## src/rtl/mips_board_pkg.sv

```systemverilog
// Board-level constants shared by the input-conditioning logic and its instantiation.
package mips_board_pkg;
  localparam int DEBOUNCE_CYCLES_100MHZ = 500000;
  localparam int SWITCH_WIDTH           = 5;
endpackage

```

## src/rtl/debounce_bit.sv

```systemverilog
// One debounce channel: 2-FF synchroniser, stability counter, level and edge pulses.
module debounce_bit #(
  parameter int STABLE_CYCLES = 4
) (
  input  logic clk,
  input  logic rst,
  input  logic raw,
  output logic level,
  output logic rise,
  output logic fall
);
  localparam int CNT_W = (STABLE_CYCLES > 1) ? $clog2(STABLE_CYCLES) : 1;
  localparam logic [CNT_W-1:0] CNT_MAX = CNT_W'(STABLE_CYCLES - 1);

  logic             sync_1;
  logic             sync_2;
  logic [CNT_W-1:0] cnt;

  always_ff @(posedge clk or posedge rst) begin
    if (rst) begin
      sync_1 <= 1'b0;
      sync_2 <= 1'b0;
      cnt    <= '0;
      level  <= 1'b0;
      rise   <= 1'b0;
      fall   <= 1'b0;
    end else begin
      sync_1 <= raw;
      sync_2 <= sync_1;
      rise   <= 1'b0;
      fall   <= 1'b0;
      // Any sample matching the current level restarts the stability window.
      if (sync_2 == level) begin
        cnt <= '0;
      end else if (cnt == CNT_MAX) begin
        level <= sync_2;
        cnt   <= '0;
        rise  <= sync_2;
        fall  <= ~sync_2;
      end else begin
        cnt <= cnt + 1'b1;
      end
    end
  end
endmodule

```

## src/rtl/switch_debouncer.sv

```systemverilog
// Debounces WIDTH switch/button inputs and keeps a sticky event flag for firmware polling.
module switch_debouncer
  import mips_board_pkg::*;
#(
  parameter int WIDTH         = SWITCH_WIDTH,
  parameter int STABLE_CYCLES = DEBOUNCE_CYCLES_100MHZ
) (
  input  logic             clk,
  input  logic             rst,
  input  logic [WIDTH-1:0] raw_in,
  input  logic             event_clr,
  output logic [WIDTH-1:0] db_out,
  output logic [WIDTH-1:0] rise,
  output logic [WIDTH-1:0] fall,
  output logic             event_pend
);
  for (genvar i = 0; i < WIDTH; i++) begin : g_ch
    debounce_bit #(
      .STABLE_CYCLES(STABLE_CYCLES)
    ) u_bit (
      .clk  (clk),
      .rst  (rst),
      .raw  (raw_in[i]),
      .level(db_out[i]),
      .rise (rise[i]),
      .fall (fall[i])
    );
  end

  // Set has priority so an edge coinciding with a clear is never lost.
  always_ff @(posedge clk or posedge rst) begin
    if (rst) begin
      event_pend <= 1'b0;
    end else if (|(rise | fall)) begin
      event_pend <= 1'b1;
    end else if (event_clr) begin
      event_pend <= 1'b0;
    end
  end
endmodule

```

## config.mk

```make
export PLATFORM = sky130hd
export DESIGN_NAME = switch_debouncer
export DESIGN_NICKNAME = d
export VERILOG_FILES = /design/src/rtl/mips_board_pkg.sv /design/src/rtl/debounce_bit.sv /design/src/rtl/switch_debouncer.sv
export SDC_FILE = /design/constraint.sdc
export NUM_CORES = 1
export LEC_CHECK = 0
export ABC_AREA = 1
export BUFFER_PORTS_ARGS = -buffer_cell sky130_fd_sc_hd__buf_2
export CAP_MARGIN = 25
export CORE_UTILIZATION = 45
export DETAILED_ROUTE_END_ITERATION = 8
export HOLD_SLACK_MARGIN = 0.12
export SETUP_SLACK_MARGIN = 0.3
export SYNTH_ARGS = -nofsm -noshare
export SYNTH_HDL_FRONTEND = slang
export SYNTH_SLANG_ARGS = --single-unit
```

## constraint.sdc

```tcl
create_clock -name clk -period 4.9 [get_ports clk]
set_clock_uncertainty 0.15 [all_clocks]
set_input_delay 0.49 -clock clk [delete_from_list [all_inputs] [get_ports clk]]
set_output_delay 0.49 -clock clk [all_outputs]
set_load 0.01 [all_outputs]
```

# == After elaboration in Yosys (flattened, before gate mapping) ==
# Cells that the tools add are included.
# word_totals
ff_bits,121
input_bits,8
mem_count,0
wordCells,96
ram_bits,0
output_inout_bits,16
latchBits,0
romBits,0
# op_classes
multipliers,0
addsub,5
shift,0
n_reduce_logical,7
n_mux,32
magnitude_cmp,0
eq_ne,10
bitwise,11
div_mod_pow,0
# op_table
operator,count
two-way mux 19 bit,10
"adder 19 x 1 -> 19 bit, second input constant",5
"== test 19 bit, second input constant",5
two-way mux 1 bit,22
inverter 1 bit,10
AND reduction 2 bit,5
== test 1 bit,5
OR 5 bit,1
OR reduction 5 bit,1
nonzero test 2 bit,1

# == Depth between registers and ports, before layout ==
# logic_depth
depth_word,3
depth_mapped,9

# == Hierarchy ==
# Synthesis repeated with hierarchy kept, for this count alone.
# unflattened
hier_cells,789
hier_area_um2,6522.5
# by_module_without_submodules
mod,cells_per_inst,instances,seq_area_each_um2,area_per_inst_um2
debounce_bit,155,5,600.6,1288.7
switch_debouncer,14,1,25.0,78.8

# == Worst setup path after synthesis ==
# Ideal clock, no wire load.
# synth_path
path_kind,flip-flop to flip-flop
startpoint,register g_ch[4].u_bit.cnt[0]
endpoint,register g_ch[4].u_bit.cnt[0]
slack_ps,3425
arrival_ps,1252
stages_incl_launch_ff,9
period_less_slack_ps,1475
setup_time_ps,72
cell_sequence,dfrtp_1 ha_1 nand2_1 inv_1 nand2_1 nor2_1 a21oi_2 inv_1 nor2_1
# synth_between
elab_chain_cells,3
# synth_rtl
element,line,source
from (decl),debounce_bit.sv:17,logic [CNT_W-1:0] cnt;
from (signal assigned),debounce_bit.sv:41,cnt <= cnt + 1'b1;
adder 19 x 1 -> 19 bit or == test 19 bit (tied branches),"debounce_bit.sv:41, debounce_bit.sv:35",
two-way mux 19 bit *,debounce_bit.sv:35,end else if (cnt == CNT_MAX) begin
two-way mux 19 bit *,debounce_bit.sv:33,if (sync_2 == level) begin
# Mark *: on every way between the ends. The rest lies on a longest branch, timed or not.
# A chain may end at the register's enable or synchronous reset.

# == Worst setup path in the final report ==
# Same ends and word-level chain as after synthesis.

==> flow_summary.toml <==
[floorplanning]
start_util = 0.468
rows = 43
die_h_um = 123
io_pins = 24
fp.dieW_um = 123
dieArea_um2 = 15200
core-area_um2 = 14100

[placed_design]
placed_area_um2 = 6860
numPlacedInstances = 1052
gp_congestion = 0.855
hpwlAfterDp_um = 9920
port_buffers = 23

[synthesis]
synthFlopType = "dfrtp_1"
netlist_instances = 864
yosys_warnings = 0
synth_edf_count = 0
async_flop_share = 1.00
yosys.area.top_type_share = 0.459
syn-num-nets = 877
synth_common_cells = "nor2_1, nand2_1, dfrtp_1, inv_1, nand3_1"
ys_top_cells_by_area = "dfrtp_1, nor2_1, nand2_1"
synth_most_common_cell = "nor2_1"
synth_area_leader_cell = "dfrtp_1"
syn_area_um2 = 6600
synth_cell_type_count = 32
seq_area_frac_synth = 0.459
synth-seq-cells = 121
avgSynthCellArea_um2 = 7.64

[critical_path]
critPathArrivalTime_ps = 1970
critPathLaunchType = "flop"
criticalPathCategory = "flop to flop"
timing.rr.end = "g_ch[4].u_bit.cnt[0]$_DFF_PP0_"
crit_path_end_kind = "flop"
reg2reg_depth = 8
required_ps = 5100
path_max_fanout = 6
r2r-start = "g_ch[4].u_bit.cnt[0]$_DFF_PP0_"
reg2reg_slack_ps = 3130
endpoint = "g_ch[4].u_bit.cnt[0]$_DFF_PP0_"
cp-startpoint = "g_ch[4].u_bit.cnt[0]$_DFF_PP0_"

[timing]
slew_violations = 0
rsz0062_at_grt = "no"
finalCriticalPeriod_ps = 1770
timing.fmax_ghz = 0.565
tns_ps = 0
setup_viol = 0
slew_headroom = 0.644
worst_pin_slew_ps = 528
finalCritPeriodShare = 0.361
hold_viol = 0

[layout]
drive_gt1_frac = 0.145
ff_latch_area_um2 = 3030
areaGrowthSynthToFinish_pct = 14.0
final_nets = 910
stdcell_count = 1090
final_cell_area_um2 = 7520
fillers = 1369
diodes = 0
multi_input_area_um2 = 3080
utilization = 0.534

[clocking]
clk_pin_slew_ps = 60
cts_root_buf = "clkbuf_16"
clk_latency_ps = 420
numCtsBuffers = 17
cts_setup_buffers = 0
holdBufCountCts = 6
clock_sinks = 121
post_cts_resized = 0
htreeDepth = 4
cts_buffer_depth = 2
cts_tree = "built"

[power]
p_total_mw = 2.35
power_density_nw_per_um2 = 312
ir_drop_mv = 0.208
power_leakage_nw = 3.26

[global_routing]
use_met1 = 0.268
antenna_found_initial = 0
grtUsageMet2 = 0.314
grt_pass1_wl_um = 22900
grt_max_degree = 62
grt_usage = 0.198
overflow = 0
grt_pass1_vias = 4943
top_usage_layer = "met2"
met3_usage = 0.0434

[routing]
vias = 5259
drc_errors = 0
drt_iter0_markers = 293
routed_via_density = 4.82
wl_per_cell_um = 12.4
ant_nets = 0
finalWirelength_um = 13500
dr.pass1.iters = 5

[flow_run]
maxCapViolCount = 0

[outcome]
run_status = "complete, no violations"

[min_path]
hp-class = "flop to flop"
cells in the final DEF (no fill, tap or decap), types with 14 or more instances in the layout:
cell type	count
nor2_2	37
nor3_1	14
a21oi_1	17
nand3_1	49
nor2_1	228
nand2_2	20
clkbuf_16	17
buf_2	23
dfrtp_1	121
inv_1	95
nand2_1	153
xor2_1	26
xnor2_1	18
report_power, final:
group	internal [mW]	switching, mW
clock network	0.793	0.463
logic	0.0211	0.0498
registers	1.01	0.00998
total	1.83	0.522
layout make-up:
type / count / share of cell area
clock buffer: 20 / 0.0621
clock inverter: 12 / 0.0185
inverter: 99 / 0.0497
tap: 180 / 0.0299
multi-input combinational: 627 / 0.409
timing repair buffer: 31 / 0.0279
sequential: 121 / 0.403
metal layers:
| metal | vias up | part of all wire |
|---|---|---|
| li1 | 2730 | - |
| met1 | 2444 | 0.50 |
| met2 | 72 | 0.46 |
| met3 | 13 | 0.030 |
| met4 | 0 | 0.012 |
| met5 | - | 0 |
stage by stage:
| step | worst slack (ps) | hold WS, ps |
|---|---|---|
| finish | 3130 | 198 |
| global route | 2960 | 209 |
| global placement | 2850 | 183 |
| detailed placement | 3140 | 186 |
| floorplan | 1050 | 181 |
| CTS | 3120 | 198 |
cells by family after synthesis:
family | count (synthesis) | synth area share
compound gates | 36 | 0.0315
xor+xnor | 44 | 0.0584
fa+ha+maj | 5 | 0.00948
buf+inv | 116 | 0.0749
flops | 121 | 0.459
simple gates | 542 | 0.367
how the worst min path moves through the flow:
stage                                         from                              to  cells past startpoint  slack, ps
finish              g_ch[3].u_bit.sync_1$_DFF_PP0_  g_ch[3].u_bit.sync_2$_DFF_PP0_                      0        200
global route        g_ch[3].u_bit.sync_1$_DFF_PP0_  g_ch[3].u_bit.sync_2$_DFF_PP0_                      0        210
CTS                                      event_clr          event_pend$_DFFE_PP0P_                      4        200
detailed placement  g_ch[3].u_bit.sync_1$_DFF_PP0_  g_ch[3].u_bit.sync_2$_DFF_PP0_                      0        190
global placement    g_ch[3].u_bit.sync_1$_DFF_PP0_  g_ch[3].u_bit.sync_2$_DFF_PP0_                      0        180
floorplan           g_ch[0].u_bit.sync_1$_DFF_PP0_  g_ch[0].u_bit.sync_2$_DFF_PP0_                      0        180
critical path, cell delays in order (launching register included):
cell,delay (ps)
dfrtp_1,400
ha_1,220
nand2_1,130
inv_1,80
nand2_1,100
nor2_1,70
a21oi_2,270
inv_1,170
nor2_1,120
registers in the layout (all words and copies together) (netlist names):
signal and flops:
event_pend 1, g_ch.u_bit.cnt 95, g_ch.u_bit.fall 5, g_ch.u_bit.level 5, g_ch.u_bit.rise 5, g_ch.u_bit.sync_1 5, g_ch.u_bit.sync_2 5
Power figures use the tool's default switching activity.
